### src/rtl/pc_sequencer_pkg.sv
// Shared types and defaults for the program-counter sequencer.
// Holds the sequencer state enum and the default PC width.
package pc_sequencer_pkg;

    localparam int unsigned PcwDefault = 10;
    localparam int unsigned RetiredW   = 16;

    typedef enum logic [1:0] {
        StIdle = 2'd0,
        StRun  = 2'd1,
        StDone = 2'd2
    } state_e;

    // Saturating increment for the retired-instruction counter.
    function automatic logic [RetiredW-1:0] sat_inc(input logic [RetiredW-1:0] val);
        return (val == {RetiredW{1'b1}}) ? val : val + 1'b1;
    endfunction

endpackage

### src/rtl/pc_sequencer_branch_resolve.sv
// Combinational branch resolution and next-PC selection for a retiring instruction.
// Stall and halt are applied by the caller; this block only picks branch vs. sequential.
module branch_resolve #(
    parameter int unsigned PCW = 10
) (
    input  logic [PCW-1:0] pc_i,
    input  logic           abs_branch_i,
    input  logic           rel_branch_i,
    input  logic           branch_flag_i,
    input  logic           branch_invert_i,
    input  logic           zero_flag_i,
    input  logic           neg_flag_i,
    input  logic [PCW-1:0] abs_target_i,
    input  logic [7:0]     rel_offset_i,
    output logic           taken_o,
    output logic [PCW-1:0] next_pc_o
);

    logic           flag_sel;
    logic [PCW-1:0] rel_ext;

    assign flag_sel = branch_flag_i ? neg_flag_i : zero_flag_i;
    assign taken_o  = (abs_branch_i | rel_branch_i) & (flag_sel ^ branch_invert_i);

    // Sign-extend the 8-bit displacement to PC width; the add wraps modulo 2^PCW.
    assign rel_ext = PCW'($signed(rel_offset_i));

    always_comb begin
        next_pc_o = pc_i + 1'b1;
        if (taken_o) begin
            if (abs_branch_i) begin
                next_pc_o = abs_target_i;
            end else begin
                next_pc_o = pc_i + rel_ext;
            end
        end
    end

endmodule

### src/rtl/pc_sequencer.sv
// Program-counter sequencer: IDLE/RUN/DONE control with branch, stall and halt handling.
// Tracks the fetch address and a saturating count of retired instructions per run.
module pc_sequencer
    import pc_sequencer_pkg::*;
#(
    parameter int unsigned PCW        = PcwDefault,
    parameter int unsigned START_ADDR = 0
) (
    input  logic                clk,
    input  logic                reset,
    input  logic                start,
    input  logic                stall,
    input  logic                halt,
    input  logic                abs_branch,
    input  logic                rel_branch,
    input  logic                branch_flag,
    input  logic                branch_invert,
    input  logic                zero_flag,
    input  logic                neg_flag,
    input  logic [PCW-1:0]      abs_target,
    input  logic [7:0]          rel_offset,
    output logic [PCW-1:0]      pc,
    output logic                fetch_en,
    output logic                branch_taken,
    output logic                done,
    output logic [RetiredW-1:0] retired
);

    localparam logic [PCW-1:0] StartPc = PCW'(START_ADDR);

    state_e                state_q, state_d;
    logic [PCW-1:0]        pc_q, pc_d;
    logic [RetiredW-1:0]   retired_q, retired_d;
    logic                  done_q, done_d;
    logic                  branch_taken_q, branch_taken_d;

    logic                  taken;
    logic [PCW-1:0]        resolved_pc;

    branch_resolve #(
        .PCW (PCW)
    ) u_branch_resolve (
        .pc_i            (pc_q),
        .abs_branch_i    (abs_branch),
        .rel_branch_i    (rel_branch),
        .branch_flag_i   (branch_flag),
        .branch_invert_i (branch_invert),
        .zero_flag_i     (zero_flag),
        .neg_flag_i      (neg_flag),
        .abs_target_i    (abs_target),
        .rel_offset_i    (rel_offset),
        .taken_o         (taken),
        .next_pc_o       (resolved_pc)
    );

    always_comb begin
        state_d        = state_q;
        pc_d           = pc_q;
        retired_d      = retired_q;
        branch_taken_d = 1'b0;

        unique case (state_q)
            StIdle: begin
                if (start) begin
                    state_d   = StRun;
                    pc_d      = StartPc;
                    retired_d = '0;
                end
            end
            StRun: begin
                if (!stall) begin
                    retired_d = sat_inc(retired_q);
                    if (halt) begin
                        state_d = StDone;
                    end else begin
                        pc_d           = resolved_pc;
                        branch_taken_d = taken;
                    end
                end
            end
            StDone: begin
                if (start) begin
                    state_d   = StRun;
                    pc_d      = StartPc;
                    retired_d = '0;
                end
            end
            default: begin
                state_d   = StIdle;
                pc_d      = StartPc;
                retired_d = '0;
            end
        endcase

        done_d = (state_d == StDone);
    end

    always_ff @(posedge clk) begin
        if (!reset) begin
            state_q        <= StIdle;
            pc_q           <= StartPc;
            retired_q      <= '0;
            done_q         <= 1'b0;
            branch_taken_q <= 1'b0;
        end else begin
            state_q        <= state_d;
            pc_q           <= pc_d;
            retired_q      <= retired_d;
            done_q         <= done_d;
            branch_taken_q <= branch_taken_d;
        end
    end

    assign pc           = pc_q;
    assign fetch_en     = (state_q == StRun);
    assign branch_taken = branch_taken_q;
    assign done         = done_q;
    assign retired      = retired_q;

endmodule

### config.mk
export PLATFORM = sky130hd
export DESIGN_NAME = pc_sequencer
export DESIGN_NICKNAME = d
export VERILOG_FILES = /design/src/rtl/pc_sequencer_pkg.sv /design/src/rtl/pc_sequencer_branch_resolve.sv /design/src/rtl/pc_sequencer.sv
export SDC_FILE = /design/constraint.sdc
export NUM_CORES = 1
export LEC_CHECK = 0
export BUFFER_PORTS_ARGS = -buffer_cell sky130_fd_sc_hd__buf_2
export CORE_AREA = 2 2 84 106
export CTS_CLUSTER_SIZE = 12
export DETAILED_ROUTE_END_ITERATION = 8
export DIE_AREA = 0 0 86 108
export PLACE_DENSITY_LB_ADDON = 0.12
export REMOVE_ABC_BUFFERS = 1
export SLEW_MARGIN = 10
export SYNTH_ARGS = -nofsm -noshare
export SYNTH_HDL_FRONTEND = slang
export SYNTH_SLANG_ARGS = --single-unit
### constraint.sdc
create_clock -name clk -period 1.76 [get_ports clk]
set_input_delay 0.176 -clock clk [delete_from_list [all_inputs] [get_ports clk]]
set_output_delay 0.176 -clock clk [all_outputs]
set_load 0.01 [all_outputs]
---- After elaboration in Yosys (flattened, before gate mapping) ----
Cells that the tools add are included.
W data, S select, Z words.
storage, ports and cells
  register bits ........................... 30
  input bits .............................. 29
  word-level logic and storage cells ...... 41
  output and inout port bits .............. 29
cells by class
  mux-type cells .......................... 15
  bitwise logic cells ..................... 5
  eq/ne operators ......................... 8
  add/subtract/negate cells ............... 3
  reduce and logical (&&, ||, !) cells .... 5
operators by type and width
  cell                     count
  $mux W10                 5
  $mux W16                 3
  $pmux W16 S2             1
  $pmux W10 S2             1
  $add A16 B1 Y16 const B  1
  $eq A16 B16 Y1 const B   1
  $add A10 B1 Y10 const B  1
  $add A10 B10 Y10         1
  $mux W2                  3
  $ne A2 B2 Y1 const B     3
  $reduce_and A3 Y1        2
  $eq A2 B2 Y1 const B     2
  $pmux W2 S2              1
  $reduce_or A4 Y1         1
  $eq A2 B1 Y1 const B     1
  $logic_not A2 Y1         1
  $ne A2 B1 Y1 const B     1
  $not A1 Y1               2
  $reduce_or A2 Y1         1
  $and A1 B1 Y1            1
  $mux W1                  1
  $or A1 B1 Y1             1
  $xor A1 B1 Y1            1

---- Logic depth before layout (Yosys ltp) ----
  word-level depth ........................ 7
  mapped depth ............................ 9
  mapped depth without buffers ............ 9

---- Hierarchy ----
From an unflattened synthesis, not the netlist that was laid out.
unflattened totals
  cells, all modules ...................... 287
  area total of the unflattened synthesis .. 2296.0 um^2
modules (own cells, without submodules)
  module          area each (um^2)  cells each  sequential area each (um^2)  times used
  pc_sequencer    1462.7            170         600.6                        1
  branch_resolve  833.3             117         0.0                          1

---- Least setup slack after synthesis ----
Ideal clock, no wire load.
  path kind ............................... register to register
  start ................................... register pc_q[0] (netlist: pc[0])
  end ..................................... register pc_q[6] (netlist: pc[6])
  arrival ................................. 1.867 ns
  clock period less this slack ............ 1.986 ns
  required time ........................... 1.641 ns
  setup time .............................. 0.119 ns
  path slack .............................. -0.226 ns
  cell stages (with the launch flop) ...... 10
  buffers on the path ..................... 0
  cells stage by stage .................... dfxtp_1 -> ha_1 -> inv_1 -> fa_1 -> nor2b_1 -> o21ai_1 -> a21boi_1 -> or4_1 -> and4_1 -> o21ai_1
between the ends
  word-level cells in the longest chain between the ends .. 6
  elaborated cells between the ends (all ways) .. 7
  those cells by class .................... 2 x add/sub; 5 x mux
ends and longest elaborated chain
  element                   RTL line                           text
  start: declaration        pc_sequencer.sv:32                 logic [PCW-1:0] pc_q, pc_d;
  start signal: assignment  pc_sequencer.sv:101                pc_q <= StartPc;
  start signal: assignment  pc_sequencer.sv:107                pc_q <= pc_d;
  $add A10 B10 Y10          pc_sequencer_branch_resolve.sv:34  next_pc_o = pc_i + rel_ext;
  $mux W10                  pc_sequencer_branch_resolve.sv:31  if (abs_branch_i) begin
  $mux W10 *                pc_sequencer_branch_resolve.sv:30  if (taken_o) begin
  $mux W10 *                pc_sequencer.sv:73                 if (halt) begin
  $mux W10 *                pc_sequencer.sv:71                 if (!stall) begin
  $pmux W10 S2 *            pc_sequencer.sv:62                 unique case (state_q)
Mark *: on every way between the ends. The rest lies on a longest branch, timed or not. The select of a mux whose other input is x is not followed.
A chain may end at the register's enable or synchronous reset.

---- Final worst setup path ----
  start ................................... register pc_q[0] (netlist: pc[0])
  end ..................................... register pc_q[8] (netlist: pc[8])
Same word-level chain as after synthesis.

==> results.cfg <==
[setup_path]
max_stage_delay_ps = 360
arrival_ps = 1980
start_kind = flop
cp.required_ps = 1930
worstSetupPathType = reg -> reg
crit_chain = ha_4 -> inv_2 -> fa_2 -> nor2b_2 -> o21ai_2 -> a21boi_2 -> o41ai_2 -> mux2i_1 -> a21oi_1
crit_fanout = 3
critPathSlowestCell = o41ai_2
worst_setup_path_end_kind = flop

[synth]
netlist_area_sq_mm = 0.00220
postSynthAreaPerCell_sq_um = 7.97
ys_types = 54
seq_area_frac_synth = 0.273
synthArstFlopShare = 0
yosysTopAreaCell = dfxtp_1
ys.flop_type = dfxtp_1
synth_edf_count = 0
yosysWarnings = 0
ys_top_cells_by_area = dfxtp_1 (27%), ha_1 (6.3%), xnor2_1 (5.2%)
ys_ff_latch = 30
yosys-top-cells-count = dfxtp_1 (30), nor2_1 (24), nand2_1 (23)
syn_inst = 276
synth_top_area_share = 0.273
yosysMostFrequentCell = dfxtp_1

[drt]
drt.antenna.violating_nets = 0
vias = 2322
drt-initial-drc-count = 81
vias_per_cell = 4.95
wl_per_cell_um = 14.4
dr.pass1.iters = 4
drc = 0
routed_wl_um = 6760

[layout]
area_delta_synth_final_pct = 42.5
diodes = 0
nNetsFinal = 412
stdcell_count = 469
seq_area_sq_um = 606
drive_above_1_share = 0.379
final_cell_area_sq_mm = 0.00313
nFillCells = 868
multiInputGateArea_sq_mm = 0.00167

[sta]
max_slew_margin = 0.775
finClkSkew_ps = 5.81
grt_setup_unrepaired = yes
maxSlewViolCount = 0
setup_tns_ps = -145
layout_min_cycle_time_ps = 1810
worst_pin_slew_ps = 333
period_share = 1.03
hold_viol = 0
fin_ws_ps = -49.6
setup_viol_count_final = 3
fmax_ghz = 0.553

[flow_run]
cap_viol_max_count = 0

[floorplanning]
rows = 37
pin_count = 58
core-area_sq_mm = 0.00819
die-area_sq_mm = 0.00929
fp.dieW_um = 86
die_h_um = 108
start_util = 0.268

[global_routing]
grt_max_degree = 21
grt_usage = 0.149
antenna_found_initial = 0
grt_first_pass_wirelength_um = 11000
grt_pass1_vias = 2273
overflow = 0

[clock_tree]
path_clk_slew_ps = 70
cts_root_buf = clkbuf_8
cts_tree = yes
cts_max_level = 2
cts_buffer_depth = 2
numCtsBuffers = 5
clock_sinks = 30
clk_latency_ps = 280

[placement]
routabilityCongestion = 0.824
dpl-instance-area_sq_mm = 0.00284
dp_slack_ps = -251
place_inst = 458
dp_hpwl_um = 5230
port_buffers = 57

[power]
total_power_mw = 1.64
ir_drop_v = 0.000298
power_density_mw_per_mm2 = 523
leakage_nw = 1.36

[status]
outcome = finished with violations
violations = negative setup slack

[worst_hold_path]
hp-class = in -> reg
==> logic make-up after synthesis <==
family,synth area share
AO/OA/AOI/OAI,0.214
XOR/XNOR,0.0837
AND/OR/NAND/NOR,0.277
multiplexers,0.0364
flip-flops,0.273
buffers and inverters,0.0438
adder cells (fa/ha/maj),0.0717
==> repair_timing <==
item                                    CTS  global route
hold buffers                              0             0
resized for setup                        23            16
pin swaps                                 6            16
setup buffers                             2             1
endpoints found under the setup margin    7            13
==> layout make-up <==
type | instances | area share
clock buffer | 7 | 0.0276
clock inverter | 1 | 0.00160
inverter | 15 | 0.0180
multi-input combinational | 224 | 0.534
sequential | 30 | 0.193
tap | 97 | 0.0387
timing repair buffer | 95 | 0.187
==> metal layers <==
metal	vias up	track usage	share of wire
li1	1185	-	-
met1	1084	0.173	0.43
met2	47	0.272	0.51
met3	6	0.0298	0.048
met4	0	0.0442	0.012
met5	-	0	0
==> power breakdown <==
group	switching (mW)	leakage [nW]	internal, mW
Sequential	0.00858	0.244	0.688
Combinational	0.185	1.07	0.159
Clock	0.282	0.0482	0.316
==> worst max-delay path: cells and delay by family (launching register included) <==
kind	cells	cell delay, ps
adders and majority gates	2	360
AOI/OAI and AO/OA	4	690
buffers and inverters	1	50
muxes	1	230
DFF	1	340
and+or+nand+nor	1	50
==> per-stage QoR <==
step	hold WS (ps)	util
final	216	0.382
after global placement	488	0.347
after floorplan	298	-
after CTS	196	0.375
after global routing	233	0.382
after detailed placement	501	0.347
==> path summary, 6_finish.rpt <==
kind	startpoint	to	slack [ps]	cells after the start
setup reg to reg	pc[0]$_SDFFE_PN0P_	pc[8]$_SDFFE_PN0P_	-50	9
hold / removal	abs_target[8]	pc[8]$_SDFFE_PN0P_	220	3
setup / recovery	pc[0]$_SDFFE_PN0P_	pc[8]$_SDFFE_PN0P_	-50	9
hold reg to reg	retired[9]$_SDFFE_PN0P_	retired[9]$_SDFFE_PN0P_	550	2
==> cells in the final DEF, fill, tap and decap left out, drive strengths merged, types with 2 or more instances in the layout <==
cell type,n
buf,95
dfxtp,30
o21ai,27
nor2,24
nand2,23
inv,15
xnor2,13
nand3,11
a21oi,11
ha,11
nor3,10
mux2i,8
xor2,8
nand2b,8
clkbuf,7
nand4,6
and3,6
and2,5
nor2b,5
and4,5
nor3b,4
a21o,4
a21boi,4
a31oi,4
or2,2
o21bai,2
a32oi,2
o21a,2
a41oi,2
o2111ai,2
o41ai,2
o31ai,2
==> registers in the layout (all words and copies together), names as in the netlist <==
register and cells:
state_q 2, retired 16, branch_taken 1, done 1, pc 10
Note: power is estimated with default switching activity, not from simulation.
